## config.mk

```make
export PLATFORM = sky130hd
export DESIGN_NAME = cla_pipe_adder
export DESIGN_NICKNAME = d
export VERILOG_FILES = /design/src/rtl/cla_pipe_adder.sv
export SDC_FILE = /design/constraint.sdc
export NUM_CORES = 1
export LEC_CHECK = 0
export CAP_MARGIN = 30
export CORE_MARGIN = 2
export CORE_UTILIZATION = 60
export DETAILED_ROUTE_END_ITERATION = 12
export PLACE_DENSITY = 0.85
export SYNTH_ARGS = -nofsm -noshare
export SYNTH_HDL_FRONTEND = slang
export SYNTH_SLANG_ARGS = --single-unit
```

## constraint.sdc

```tcl
create_clock -name clk -period 5.15 [get_ports clk]
set_input_delay 1.03 -clock clk [delete_from_list [all_inputs] [get_ports clk]]
set_output_delay 1.03 -clock clk [all_outputs]
set_load 0.02 [all_outputs]
```

## src/rtl/cla_pipe_adder.sv

```systemverilog
// cla_pipe_adder: pipelined carry-lookahead adder, one SEG = WIDTH/STAGES bit segment resolved per stage.
// Latency: operands accepted at edge N appear with out_valid=1 after edge N+STAGES-1.
// Backpressure: global stall, every stage holds while out_valid && !out_ready; in_ready = !out_valid || out_ready.
// Optional feature macro CLA_PIPE_SUB_EN: adds 'sub' (invert b at accept) and 'ovf' (signed overflow) ports.
module cla_pipe_adder #(
  parameter int WIDTH  = 32,
  parameter int STAGES = 4,
  parameter int BLK    = 4
) (
  input  logic             clk,
  input  logic             rst_n,
  input  logic             in_valid,
  output logic             in_ready,
  input  logic [WIDTH-1:0] a,
  input  logic [WIDTH-1:0] b,
  input  logic             ci,
  output logic             out_valid,
  input  logic             out_ready,
  output logic [WIDTH-1:0] s,
  output logic             co
`ifdef CLA_PIPE_SUB_EN
  ,
  input  logic             sub,
  output logic             ovf
`endif
);

  localparam int SEG = WIDTH / STAGES;
  localparam int NG  = SEG / BLK;

  if (WIDTH % STAGES != 0) begin : g_chk_width
    $fatal(1, "cla_pipe_adder: WIDTH must be a multiple of STAGES");
  end
  if (SEG % BLK != 0) begin : g_chk_blk
    $fatal(1, "cla_pipe_adder: WIDTH/STAGES must be a multiple of BLK");
  end

  // One segment add: returns {carry_out, sum}. Group carries are formed as
  // flat sum-of-products over group G/P terms, so no carry ripples from one
  // group into the next; bit carries inside a group derive from its group carry.
  function automatic logic [SEG:0] seg_add(input logic [SEG-1:0] x,
                                           input logic [SEG-1:0] y,
                                           input logic           cin);
    logic [SEG-1:0] g;
    logic [SEG-1:0] p;
    logic [SEG-1:0] c;
    logic [NG-1:0]  gg;
    logic [NG-1:0]  gp;
    logic [NG:0]    gc;
    logic           t;
    g = x & y;
    p = x ^ y;
    c = '0;
    for (int j = 0; j < NG; j++) begin
      gg[j] = 1'b0;
      gp[j] = 1'b1;
      for (int i = 0; i < BLK; i++) begin
        t = g[j*BLK+i];
        for (int m = i + 1; m < BLK; m++) t = t & p[j*BLK+m];
        gg[j] = gg[j] | t;
        gp[j] = gp[j] & p[j*BLK+i];
      end
    end
    for (int j = 0; j <= NG; j++) begin
      t = cin;
      for (int m = 0; m < j; m++) t = t & gp[m];
      gc[j] = t;
      for (int i = 0; i < j; i++) begin
        t = gg[i];
        for (int m = i + 1; m < j; m++) t = t & gp[m];
        gc[j] = gc[j] | t;
      end
    end
    for (int j = 0; j < NG; j++) begin
      for (int i = 0; i < BLK; i++) begin
        t = gc[j];
        for (int m = 0; m < i; m++) t = t & p[j*BLK+m];
        c[j*BLK+i] = t;
        for (int k = 0; k < i; k++) begin
          t = g[j*BLK+k];
          for (int m = k + 1; m < i; m++) t = t & p[j*BLK+m];
          c[j*BLK+i] = c[j*BLK+i] | t;
        end
      end
    end
    return {gc[NG], p ^ c};
  endfunction

  logic             w_adv;
  logic [WIDTH-1:0] w_b_in;

  assign w_adv    = !out_valid || out_ready;
  assign in_ready = w_adv;

`ifdef CLA_PIPE_SUB_EN
  assign w_b_in = b ^ {WIDTH{sub}};
`else
  assign w_b_in = b;
`endif

  for (genvar k = 0; k < STAGES; k++) begin : g_stg
    // Bits finished once this stage has registered, and operand bits still pending.
    localparam int DONE = SEG * (k + 1);
    localparam int REM  = WIDTH - DONE;

    logic            w_vld_in;
    logic            w_cin;
    logic [SEG-1:0]  w_x;
    logic [SEG-1:0]  w_y;
    logic [SEG:0]    w_res;
    logic [DONE-1:0] w_sum_nxt;
    logic            r_vld;
    logic            r_c;
    logic [DONE-1:0] r_sum;

    if (k == 0) begin : g_first
      assign w_vld_in  = in_valid;
      assign w_cin     = ci;
      assign w_x       = a[SEG-1:0];
      assign w_y       = w_b_in[SEG-1:0];
      assign w_sum_nxt = w_res[SEG-1:0];
    end else begin : g_next
      assign w_vld_in  = g_stg[k-1].r_vld;
      assign w_cin     = g_stg[k-1].r_c;
      assign w_x       = g_stg[k-1].g_op.r_a[SEG-1:0];
      assign w_y       = g_stg[k-1].g_op.r_b[SEG-1:0];
      assign w_sum_nxt = {w_res[SEG-1:0], g_stg[k-1].r_sum};
    end

    assign w_res = seg_add(w_x, w_y, w_cin);

    // Stage valid moves on every advance; data only loads behind a valid so outputs hold across bubbles.
    always_ff @(posedge clk or negedge rst_n) begin
      if (!rst_n) begin
        r_vld <= 1'b0;
        r_c   <= 1'b0;
        r_sum <= '0;
      end else if (w_adv) begin
        r_vld <= w_vld_in;
        if (w_vld_in) begin
          r_c   <= w_res[SEG];
          r_sum <= w_sum_nxt;
        end
      end
    end

    if (REM > 0) begin : g_op
      logic [REM-1:0] w_a_nxt;
      logic [REM-1:0] w_b_nxt;
      logic [REM-1:0] r_a;
      logic [REM-1:0] r_b;

      if (k == 0) begin : g_src_in
        assign w_a_nxt = a[WIDTH-1:SEG];
        assign w_b_nxt = w_b_in[WIDTH-1:SEG];
      end else begin : g_src_prev
        assign w_a_nxt = g_stg[k-1].g_op.r_a[REM+SEG-1:SEG];
        assign w_b_nxt = g_stg[k-1].g_op.r_b[REM+SEG-1:SEG];
      end

      // Skew registers carry the not-yet-added operand slices down the pipe.
      always_ff @(posedge clk or negedge rst_n) begin
        if (!rst_n) begin
          r_a <= '0;
          r_b <= '0;
        end else if (w_adv && w_vld_in) begin
          r_a <= w_a_nxt;
          r_b <= w_b_nxt;
        end
      end
    end
  end

  assign out_valid = g_stg[STAGES-1].r_vld;
  assign s         = g_stg[STAGES-1].r_sum;
  assign co        = g_stg[STAGES-1].r_c;

`ifdef CLA_PIPE_SUB_EN
  logic w_ovf_nxt;
  logic r_ovf;

  // Carry into the MSB is recovered as sum ^ a ^ b at the top bit.
  assign w_ovf_nxt = g_stg[STAGES-1].w_res[SEG] ^
                     (g_stg[STAGES-1].w_res[SEG-1] ^ g_stg[STAGES-1].w_x[SEG-1] ^
                      g_stg[STAGES-1].w_y[SEG-1]);

  // Overflow flag is registered with the last stage so it stays aligned with s/co.
  always_ff @(posedge clk or negedge rst_n) begin
    if (!rst_n) begin
      r_ovf <= 1'b0;
    end else if (w_adv && g_stg[STAGES-1].w_vld_in) begin
      r_ovf <= w_ovf_nxt;
    end
  end

  assign ovf = r_ovf;
`endif

endmodule
```

==> results of run 1 <==
-- worst paths after layout --
check	start	to	depth (start not counted)
setup reg to reg	out_valid	g_stg[1].g_op.r_b[13]	4
setup / recovery	out_ready	in_ready	3
hold reg to reg	g_stg[1].r_sum[11]	g_stg[1].r_sum[11]	2
min in group asynchronous	rst_n	s[0]	1
max in group asynchronous	rst_n	g_stg[0].g_op.r_b[11]	2
hold / removal	g_stg[1].r_sum[11]	g_stg[1].r_sum[11]	2
-- flip-flops by register name, summed over array words and instances, names as in the netlist --
register and count:
co 1, g_stg.g_op.r_b 48, s 32, g_stg.g_op.r_a 48, g_stg.r_vld 3, g_stg.r_c 3
g_stg.r_sum 48, out_valid 1
-- final cells by class --
class,count,area share [%]
Sequential cell,184,45.69
Multi-Input combinational cell,382,34.56
Timing Repair Buffer,106,10.59
Clock buffer,24,4.978
Tap cell,180,2.235
Clock inverter,8,1.390
Inverter,15,0.5587
-- layout by cell type, fill, tap and decap left out --
cell type	n
sky130_fd_sc_hd__xnor2_1	20
sky130_fd_sc_hd__clkinv_2	4
sky130_fd_sc_hd__o211ai_1	8
sky130_fd_sc_hd__clkbuf_1	2
sky130_fd_sc_hd__a2111oi_2	2
sky130_fd_sc_hd__o21ai_0	47
sky130_fd_sc_hd__buf_4	2
sky130_fd_sc_hd__a21oi_1	14
sky130_fd_sc_hd__buf_12	1
sky130_fd_sc_hd__o31ai_1	4
sky130_fd_sc_hd__ha_1	40
sky130_fd_sc_hd__fa_1	8
sky130_fd_sc_hd__clkdlybuf4s50_1	102
sky130_fd_sc_hd__dfrtp_1	184
sky130_fd_sc_hd__clkbuf_16	17
sky130_fd_sc_hd__xor2_1	4
sky130_fd_sc_hd__nor2_1	12
sky130_fd_sc_hd__a211oi_1	4
sky130_fd_sc_hd__nand2b_1	13
sky130_fd_sc_hd__mux2_4	28
sky130_fd_sc_hd__a2111oi_0	2
sky130_fd_sc_hd__inv_1	15
sky130_fd_sc_hd__bufinv_16	4
sky130_fd_sc_hd__nand2_4	1
sky130_fd_sc_hd__a22oi_1	3
sky130_fd_sc_hd__nand2_1	45
sky130_fd_sc_hd__clkbuf_8	5
sky130_fd_sc_hd__nor3_1	4
sky130_fd_sc_hd__nand2_2	3
sky130_fd_sc_hd__buf_6	1
sky130_fd_sc_hd__mux2_2	120
-- logic make-up (layout without fill, tap and decap cells) --
logic type      after synthesis  count (layout)  synth area share (%)
compound gates               84              84                 5.960
xor+xnor                     24              24                 2.529
fa+ha+maj                    48              48                 7.947
buf+inv                      38             153                 2.799
flops                       184             184                 55.39
mux                         148             148                 21.31
simple gates                 78              78                 4.064
-- routing by layer --
| layer | wire (um) | up-vias | GRT usage, % |
|---|---|---|---|
| met2 | 7955 | 103 | 38.59 |
| li1 | - | 2318 | - |
| met4 | 176 | 0 | 6.897 |
| met3 | 652 | 16 | 5.758 |
| met1 | 6514 | 2517 | 27.72 |
| met5 | 0 | - | 0 |
-- where the power goes --
part / total [mW] / switching, mW / internal, mW / leakage (nW)
Combinational: 2.66 / 1.24 / 1.43 / 2.00
Clock: 1.38 / 0.508 / 0.874 / 0.320
Sequential: 2.49 / 0.394 / 2.10 / 2.20
Total: 6.53 / 2.14 / 4.39 / 4.52
-- critical path: stages --
cell                              delay [ns]
sky130_fd_sc_hd__clkdlybuf4s50_1        0.46
sky130_fd_sc_hd__nand2b_1               0.40
sky130_fd_sc_hd__clkdlybuf4s50_1        0.69
-- stage by stage --
step	instance area, um2	power, mW	instances
after detailed placement	9437	5.174	867
after global placement	9437	5.009	867
after CTS	10080	6.588	899
after floorplan	8313	4.384	604
after global routing	10080	6.978	899
final	10080	6.534	899
==> run summary, run 1 <==
Among all cell types in the netlist, the one instantiated most often is sky130_fd_sc_hd__dfrtp_1. The number of warnings printed during yosys synthesis came out at 0. The initial antenna violation count came out at 0.

The first global-routing pass estimated around 25 mm of wire. In the routed layout, each cell is associated on average with a via count of 5.511. The number of vias after detailed routing came out at about 5000. The number of design-rule violations left by the first detailed-router iteration is 300. The clock sink total came out at 184. Setup repair after global routing left no endpoint under its margin. The initial core utilization is between 60% and 70%.

The root buffer cell chosen for the clock tree is sky130_fd_sc_hd__clkbuf_16. The setup skew after layout came out at 0.005614 ns. Ranked by total cell area, the synthesized netlist is headed by sky130_fd_sc_hd__dfrtp_1 (55%), sky130_fd_sc_hd__mux2_2 (16%), sky130_fd_sc_hd__ha_1 (6.0%), sky130_fd_sc_hd__mux2_4 (5.1%), sky130_fd_sc_hd__o21ai_0 (2.8%). For the pin with the worst max-slew slack, the measured transition is ~0.97 ns.

Timing would allow up to roughly 0.28 GHz. The total count of hold-check failures in the final report came out at 0. The minimum setup slack after placement came out at 1.561 ns. Counting flops with a built-in enable in the synthesized netlist gives 0.

The post-synthesis cell area came out at 8313 um2. The latest clock arrival within the worst-skew pair came out at between 0.4 and 0.5 ns. The maximum buffer depth of the clock tree is 2. sky130_fd_sc_hd__dfrtp_1 takes more of the synthesized area than any other cell. The pre-antenna-repair detailed-routing pass consisted of 4 iterations.

The area inside the core boundary came out at between 10000 and 15000 um2. Hold repair after CTS inserted 0 buffers. For this design the ratio of total power to cell area is between 600 and 700 nW/um2. In this run the post-CTS setup repair buffer count came out at 0. Cells fill about three quarters of the core in the end. The CTS tree is built.

The congestion estimate from routability-driven global placement came to 0.8309. The layout cell share with drive strength beyond 1 is a little over a quarter. The die covers between 10000 and 15000 um2. The total area of multi-input combinational cells is between 3000 and 4000 um2.

The number of H-tree levels is 4. In this run the remaining antenna-violating nets after routing total 0. In the final timing run, aggregate negative setup slack is 0 ns.

Across all hold checks on the routed design, the worst slack comes to 0.4809 ns. The maximum number of pins on one net before global-route repair is 95. For this run, the register share of the synthesized area comes to between 50% and 60%. The largest voltage drop on the vdd net came out at 361.4 uV. Detailed placement finished with a half-perimeter wire length of 10.64 mm.

The clock-pin slew on the worst setup and hold paths came out at approximately 0.060 ns. The flow ran to the end, and the final reports show no timing, DRC or antenna violations. After detailed routing, the total wire length is roughly 15 mm.

The final critical-path required period is ~3.6 ns. The path class of the tightest hold or removal check is reg2reg. For this run, design rule violations remaining after detail routing come to 0. In the final layout, flip-flops and latches occupy approximately 4600 um2. The leakage power figure came out at between 4 and 5 nW. The setup violation total in the final timing report is 0. Dividing the detail-routed wire length by the instance count gives between 15 and 20 um. The die width is approximately 120 um. The CTS buffer count is 17. By count the netlist is led by sky130_fd_sc_hd__dfrtp_1 (184), sky130_fd_sc_hd__mux2_2 (120), sky130_fd_sc_hd__o21ai_0 (47). The number of nets in the finished design is a little over 800. The share of the cycle needed by the critical path after routing came out at 70.02%. The post-synthesis sequential element count came out at 184. The post-synthesis cell count came out at a little over 600. The critical path data arrival time is 2.58 ns. The count of cell types in the netlist came out at 24.

In the global route stage, overall resource usage came out at approximately 22%. The critical path required time is 4.12 ns. The worst setup path is launched from a primary input. Synthesis produced a netlist with a net count of 721. The post-cts resize count is 0. The die outline height is ~120 um.

The main flop type after synthesis is sky130_fd_sc_hd__dfrtp_1. The number of standard-cell rows in the floorplan came out at 43. The number of max-slew violations in the final report is 0. The critical path in this run is classified as in2out.

The async set or reset register ratio after synthesis came out at between 90% and 100%. 0 antenna diodes ended up in the layout. The via count of the first global-routing pass is roughly 5300. The synthesized area per cell came out at between 10 and 15 um2. The synthesis-to-layout area growth came out at 21.24%. The relative max-transition margin is 35.29%.

The maximum fanout along the worst path is 10. For this run the aggregate overflow at the end of global routing stands at 0. In this run the tool buffered the top-level ports with 103 buffer cells.

The setup check on the worst reg-to-reg path leaves a slack of 2.83 ns. around 100 I/O pins were placed. The kind of end point of the critical path is a primary output. The worst path setup slack after routing is roughly 1.5 ns.

Counting the fill cells in the layout gives 888. The area share of the largest cell type after synthesis is approximately 55%. The count of max-cap constraint violations is 0.
Power figures use the tool's default switching activity.
==> inputs of run 2 (changes only) <==
CORE_UTILIZATION = 50   (was 60)
PLACE_DENSITY = 0.76   (was 0.85)
clock period = 3.1 ns   (was 5.15 ns; I/O delays follow)
==> run summary, run 2 (synthesis results as in run 1) <==
The run finished with clean final reports. At the end of routability-driven placement, the weighted congestion stood at roughly 0.84. The global routing stage identified its most utilized layer as met2.

In this run the post-CTS setup repair buffer count came out at 0. STA classifies the critical path startpoint as a primary input. For this run, the share of the core covered by cells in the final layout is between 60% and 70%. The number of H-tree levels is 4. The critical path buffer and inverter count came out at 1. The number of top-level pins is 104. The initial core utilization came out at around 50%. The achievable frequency came out at 0.3958 GHz. Global routing consumed, on the met3 layer, 4.674% of the routing resources. The clock arrives with between 0.006 and 0.007 ns of skew.

Subtracting the final worst setup slack from the clock period gives 2.526 ns. Max-cap violations in this run came to 0. In this run the critical register-to-register path is launched from g_stg[2].g_op.r_a[0]. The tree is rooted in a sky130_fd_sc_hd__clkbuf_16.

The largest individual stage delay along the critical path comes from the cell sky130_fd_sc_hd__clkdlybuf4s50_1. The number of cells on the worst reg-to-reg path is 10. In the layout the commonest cells are sky130_fd_sc_hd__dfrtp_1 (184), sky130_fd_sc_hd__mux2_2 (120), sky130_fd_sc_hd__clkdlybuf4s50_1 (102). Setup violations remaining at the end of the flow were counted as 0.

The library cell used most frequently in the layout, excluding fill and tap cells, is sky130_fd_sc_hd__dfrtp_1. The met1 global-route usage came out at roughly a quarter. The aggregate negative setup slack is 0 ns. The setup path with the least slack is of type in2reg. The number of vias after detailed routing is slightly below 5000. The clock reaches the later pin of the worst-skew pair after 0.43 ns. The placed wire-length estimate after detailed placement is 11.11 mm. The maximum cell stage delay along the critical path is roughly 0.43 ns. The clock-pin slew on the worst setup and hold paths came out at 0.07 ns. The layout cell share with drive strength beyond 1 is a little over a quarter.

The detailed router finished its first iteration with 252 violations. Broken down by cell family, the worst path's largest delay share belongs to compound AO/OA/AOI/OAI gates. In this run the tool buffered the top-level ports with 103 buffer cells. The synthesis-to-layout area growth is 22.55%. The routed via count divided by cell count came out at ~5.2. The global route total overflow came out at 0.

The number of fill cells in the layout came out at 1213. The setup slack on the worst flop-to-flop path is ~0.85 ns. The post-cts resize count came out at 0. The overall routed net length came out at around 16 mm. In this run the static leakage power is ~4.5 nW. Headroom to the max-slew limit came out at a little under two thirds. The die covers ~18000 um2. The first-pass detailed-route iteration total is 4. The maximum buffer depth of the clock tree is 2. Along the worst path, the maximum fanout reaches 2. The number of antenna repair diodes came out at 0. The initial antenna violation count came to 0. In this run the remaining antenna-violating nets after routing total 0.

Setup repair after global routing left no endpoint under its margin. The met2 track demand over resource in global routing is about 32%. At the worst endpoint, the required time is 3.43 ns. The final critical path takes up 81.49% of the cycle.

The routed wire length per instance came out at 16.52 um. The total count of hold-check failures in the final report came out at 0. The cell seen most often among critical-path stages is sky130_fd_sc_hd__o21ai_0. At the pin with the least slew margin, the transition time is 0.5409 ns. Data arrives at the worst endpoint at 2.86 ns. The number of standard-cell rows in the floorplan is 47. The min-delay analysis places its worst path in the category in2async. The largest voltage drop on the vdd net came out at roughly 530 uV. In this run the standard cell core region covers 16410 um2. TritonCTS built the clock tree. The residual DRC count is 0. The areal power density over the cells is ~1100 nW/um2. The number of buffers added to fix hold violations after cts came out at 0. The endpoint identified for the worst register-to-register timing path is s[31].

Traced cell by cell, the critical path runs through clkdlybuf4s50_1, ha_1, a211oi_1, nor2_1, o21ai_0, nand2b_1, ha_1, o21ai_0, nand2b_1, xnor2_1, o21ai_0. STA classifies the critical path endpoint as a register. The global routing usage summed across all routing layers is approximately a fifth. The first-pass GRT wire length came out at 26.43 mm.

The clock sink total is approximately 180. The die width is between 100 and 150 um. The maximum number of pins on one net before global-route repair came out at 65. The CTS buffer count came out at 17.

The number of max-slew violations in the final report was 0. The die outline height is around 130 um. The largest registers in the layout are g_stg.g_op.r_a (48), g_stg.g_op.r_b (48), g_stg.r_sum (48). The via count of the first global-routing pass is 5456. The number of nets in the finished design is 833.
run 2: cell count changes in the layout (fill, tap and decap cells not counted):
cell	previous run	this run
sky130_fd_sc_hd__inv_6	0	4
sky130_fd_sc_hd__clkinv_2	4	3
sky130_fd_sc_hd__clkinv_4	0	2
sky130_fd_sc_hd__clkbuf_8	5	0
sky130_fd_sc_hd__bufinv_16	4	2
sky130_fd_sc_hd__clkinvlp_4	0	3
sky130_fd_sc_hd__buf_12	1	5
sky130_fd_sc_hd__clkbuf_1	2	0
sky130_fd_sc_hd__buf_4	2	8
run 2: layout make-up:
class                   count  area [um2]  share of cell area (%)
clock inverters            14       150.1                   1.474
multi-input cells         382        3483                   34.19
repair buffers            116        1192                   11.70
inverters                  15       56.30                  0.5527
well taps                 220       275.3                   2.702
clock buffers              17       425.4                   4.176
flip-flops and latches    184        4604                   45.20
run 2: routing by layer:
layer,wire [um],vias to the layer above
met4,269,0
met3,588,18
met2,7928,103
li1,-,2331
met5,0,-
met1,6877,2466
run 2: metrics by stage:
stage / total power [mW] / hold WS (ns) / std cells / cell area, um2 / worst slack (ns)
finish: 10.76 / 0.1473 / 948 / 10190 / 0.5737
global route: 11.53 / 0.1721 / 948 / 10190 / 0.4627
CTS: 10.87 / 0.1555 / 948 / 10190 / 0.6134
detailed placement: 8.711 / 0.4666 / 917 / 9612 / 0.1780
global placement: 8.445 / 0.4611 / 917 / 9612 / 0.3404
floorplan: 7.283 / 0.3244 / 604 / 8313 / 0.8655
run 2: power by group:
part	switching, mW	internal (mW)
Clock	0.927	1.19
Combinational	2.08	2.44
Sequential	0.638	3.48
Total	3.65	7.11
run 2: worst max-delay path by stage:
stage / startpoint / end / slack (ns) / cells past startpoint
final: a[0] / g_stg[0].r_sum[6] / 0.57 / 11
after detailed placement: a[0] / g_stg[0].r_sum[6] / 0.18 / 11
after floorplan: a[0] / g_stg[0].r_sum[4] / 0.87 / 7
after global placement: a[0] / g_stg[0].r_sum[4] / 0.34 / 8
after CTS: a[0] / g_stg[0].r_sum[6] / 0.61 / 11
after global routing: a[0] / g_stg[0].r_sum[6] / 0.46 / 11
==> inputs of run 3 (changes only) <==
CORE_UTILIZATION = 56   (was 50)
PLACE_DENSITY = 0.8   (was 0.76)
clock period = 2.5 ns   (was 3.1 ns; I/O delays follow)
==> run summary, run 3 (synthesis results as in run 1) <==
In the global route stage, met2 resource usage came out at between 30 and 40%. The tightest hold path in the finished design has a slack of between 0.009 and 0.01 ns. In this run the critical register-to-register path is captured at s[31]. Port buffering added between 100 and 150 buffers. Prior to clock tree synthesis, the placed netlist has a worst setup slack of -0.3055 ns. The count of max-cap constraint violations came out at 0.

The number of fill cells in the layout came out at between 1000 and 1500. The net switching power is ~4.5 mW. The critical path is of the in2reg type. The clock sink total came out at ~180. The share of the cycle needed by the critical path after routing is between 90 and 100%. The met1 global-route usage is between 20% and 30%.

The cell count after placement came out at between 800 and 900. The achievable frequency came out at 0.4363 GHz. The startpoint identified for the worst register-to-register timing path is g_stg[2].g_op.r_a[0].

The worst path setup slack after routing is 0.2082 ns. The share of total power in combinational logic came out at a little over two fifths. The first-pass detailed-route iteration total came out at 4. The routed wire length per instance is 16.87 um. The worst setup path is captured at a register. The cell sitting at the root of the clock tree is a sky130_fd_sc_hd__clkbuf_16. For the worst-skew pair, the clock arrives at the later sink with an insertion delay of around 0.43 ns.

0 antenna diodes ended up in the layout. The number of top-level pins came out at between 100 and 150. The core region is approximately 15000 um2.

The run finished with clean final reports. After layout, the minimum clock period comes to 2.292 ns. The internal power component is just under 9 mW. The number of design-rule violations left by the first detailed-router iteration is 240. The number of max-slew violations in the final report was 0. Setup repair after global routing left no endpoint under its margin.

For the worst setup path, the data required time is about 2.8 ns. The portion of total power attributed to sequential cells came out at roughly 38%. The residual DRC count came out at 0.

The die outline height is between 100 and 150 um. The CTS tree is built. The critical path data arrival time is ~2.6 ns. The area growth from synthesis to layout is 23.16%. The library cells used most frequently in the layout, excluding fill and tap cells, are sky130_fd_sc_hd__dfrtp_1 (184), sky130_fd_sc_hd__mux2_2 (120), sky130_fd_sc_hd__clkdlybuf4s50_1 (102). The placed wire-length estimate after detailed placement came out at 10.87 mm. The worst setup path is launched from a primary input. The first global-routing pass estimated roughly 26 mm of wire. The largest voltage drop on the vdd net came out at 664.5 uV. In this run switching power makes up 33.62% of total power. The number of H-tree levels is 4. The layout cell share with drive strength beyond 1 is 27.89%. The initial antenna violation count came out at 0. The clock-pin slew on the worst setup and hold paths is 0.07 ns. The initial core utilization is between 50% and 60%.

In this run the most used layer during global routing was met2. The tightest min-delay check is of the in2async type. The actual transition at the worst max-transition pin came out at between 0.5 and 0.6 ns.

The library cell used most frequently in the layout, excluding fill and tap cells, is sky130_fd_sc_hd__dfrtp_1. The maximum number of pins on one net before global-route repair came out at 54. After detailed routing, the total wire length is roughly 16 mm. The relative max-transition margin is around 65%. The via count of the first global-routing pass came out at 5469. From left edge to right edge, the die measures 125.8 um.

The maximum buffer depth of the clock tree is 2. The areal power density over the cells is ~1300 nW/um2. Setup violations remaining at the end of the flow were counted as 0. The routed via count divided by cell count came out at approximately 5.5.

The setup skew after layout is slightly above 0.008 ns. Global routing used about a fifth of the available tracks across all layers. The number of standard cells in the layout, taps in and fillers out is between 900 and 1000.

The met3 routing resource usage after global routing came out at approximately 5.7%. In this run the register-to-register setup slack is roughly 0.24 ns. The part of the power in the clock network is 19.6%. The largest registers in the layout are g_stg.g_op.r_a (48), g_stg.g_op.r_b (48), g_stg.r_sum (48). The total count of hold-check failures in the final report is 0. Once detail routing completed, the nets flagged for antenna violations numbered 0. The number of standard-cell rows in the floorplan came out at 44. The floorplan step defined a die boundary enclosing around 16000 um2.

For this design the static power due to leakage is 4.589 nW. The number of cells on the worst reg-to-reg path is 10. The number of nets in the finished design came out at ~840. The number of buffers added to fix hold violations after cts came out at 0. The detailed router placed about 5000 vias in this run.

The total chip power came out at about 13 mW. Counting the buffers created by CTS gives 17. The maximum fanout along the worst path came out at 2.

The congestion estimate from routability-driven global placement came to roughly 0.81. The global route total overflow is 0.
## run 3: cell types whose count changed in the layout (fill, tap and decap cells not counted)
| cell | previous run | this run |
|---|---|---|
| sky130_fd_sc_hd__inv_6 | 4 | 0 |
| sky130_fd_sc_hd__buf_12 | 5 | 8 |
| sky130_fd_sc_hd__buf_4 | 8 | 11 |
| sky130_fd_sc_hd__clkbuf_1 | 0 | 2 |
| sky130_fd_sc_hd__clkbuf_8 | 0 | 2 |
| sky130_fd_sc_hd__a211oi_1 | 4 | 3 |
| sky130_fd_sc_hd__a211oi_2 | 0 | 1 |
| sky130_fd_sc_hd__clkinv_4 | 2 | 3 |
| sky130_fd_sc_hd__o21ai_0 | 47 | 46 |
| sky130_fd_sc_hd__o21ai_1 | 0 | 1 |
## run 3: stage by stage
stage               utilization, %  TNS (ns)  cell area (um2)
global placement             66.39   -0.4174             9649
finish                       70.45         0            10240
CTS                          70.41         0            10230
global route                 70.45         0            10240
floorplan                        -         0             8313
detailed placement           66.39    -1.005             9649
## run 3: how the worst max path moves through the flow
stage,from,endpoint,slack [ns],cells past startpoint
after global placement,a[0],g_stg[0].r_sum[4],-0.14,8
after detailed placement,a[0],g_stg[0].r_sum[6],-0.31,11
after CTS,a[0],g_stg[0].r_sum[6],0.14,11
after global routing,a[0],g_stg[0].r_sum[6],0.01,11
after floorplan,a[0],g_stg[0].r_sum[4],0.39,7
final,a[0],g_stg[0].r_sum[7],0.21,11
## run 3: what timing repair did
action | in CTS | in global routing
setup buffers | 0 | 0
setup endpoints to repair | 0 | 2
resized for setup | 0 | 2
## run 3: area by class of cell
type | count | area, um2 | share of cell area (%)
inverters | 15 | 56.30 | 0.5499
clock inverters | 11 | 123.9 | 1.210
clock buffers | 21 | 460.4 | 4.497
multi-input cells | 382 | 3488 | 34.07
repair buffers | 122 | 1275 | 12.45
well taps | 184 | 230.2 | 2.249
flip-flops and latches | 184 | 4604 | 44.97
## run 3: routing by layer
| metal | wire, um | vias to the layer above |
|---|---|---|
| met5 | 0 | - |
| met4 | 350 | 0 |
| met1 | 6770 | 2546 |
| li1 | - | 2353 |
| met2 | 7783 | 99 |
| met3 | 598 | 28 |
## run 3: critical path, cell delays in order
cell and delay, ns:
sky130_fd_sc_hd__clkdlybuf4s50_1 0.43, sky130_fd_sc_hd__ha_1 0.35, sky130_fd_sc_hd__a211oi_2 0.23, sky130_fd_sc_hd__nor2_1 0.09
sky130_fd_sc_hd__o21ai_0 0.16, sky130_fd_sc_hd__nand2b_1 0.11, sky130_fd_sc_hd__ha_1 0.21, sky130_fd_sc_hd__o211ai_1 0.17
sky130_fd_sc_hd__nand2_1 0.09, sky130_fd_sc_hd__xnor2_1 0.17, sky130_fd_sc_hd__o21ai_0 0.09
## run 3: power by group through the flow
stage	sequential [mW]	clock, mW	combinational, mW
after floorplan	5.20	0	3.83
after global placement	5.08	0	5.42
after detailed placement	5.15	0	5.68
after CTS	5.12	2.70	5.77
after global routing	5.28	2.83	6.27
final	5.10	2.63	5.69
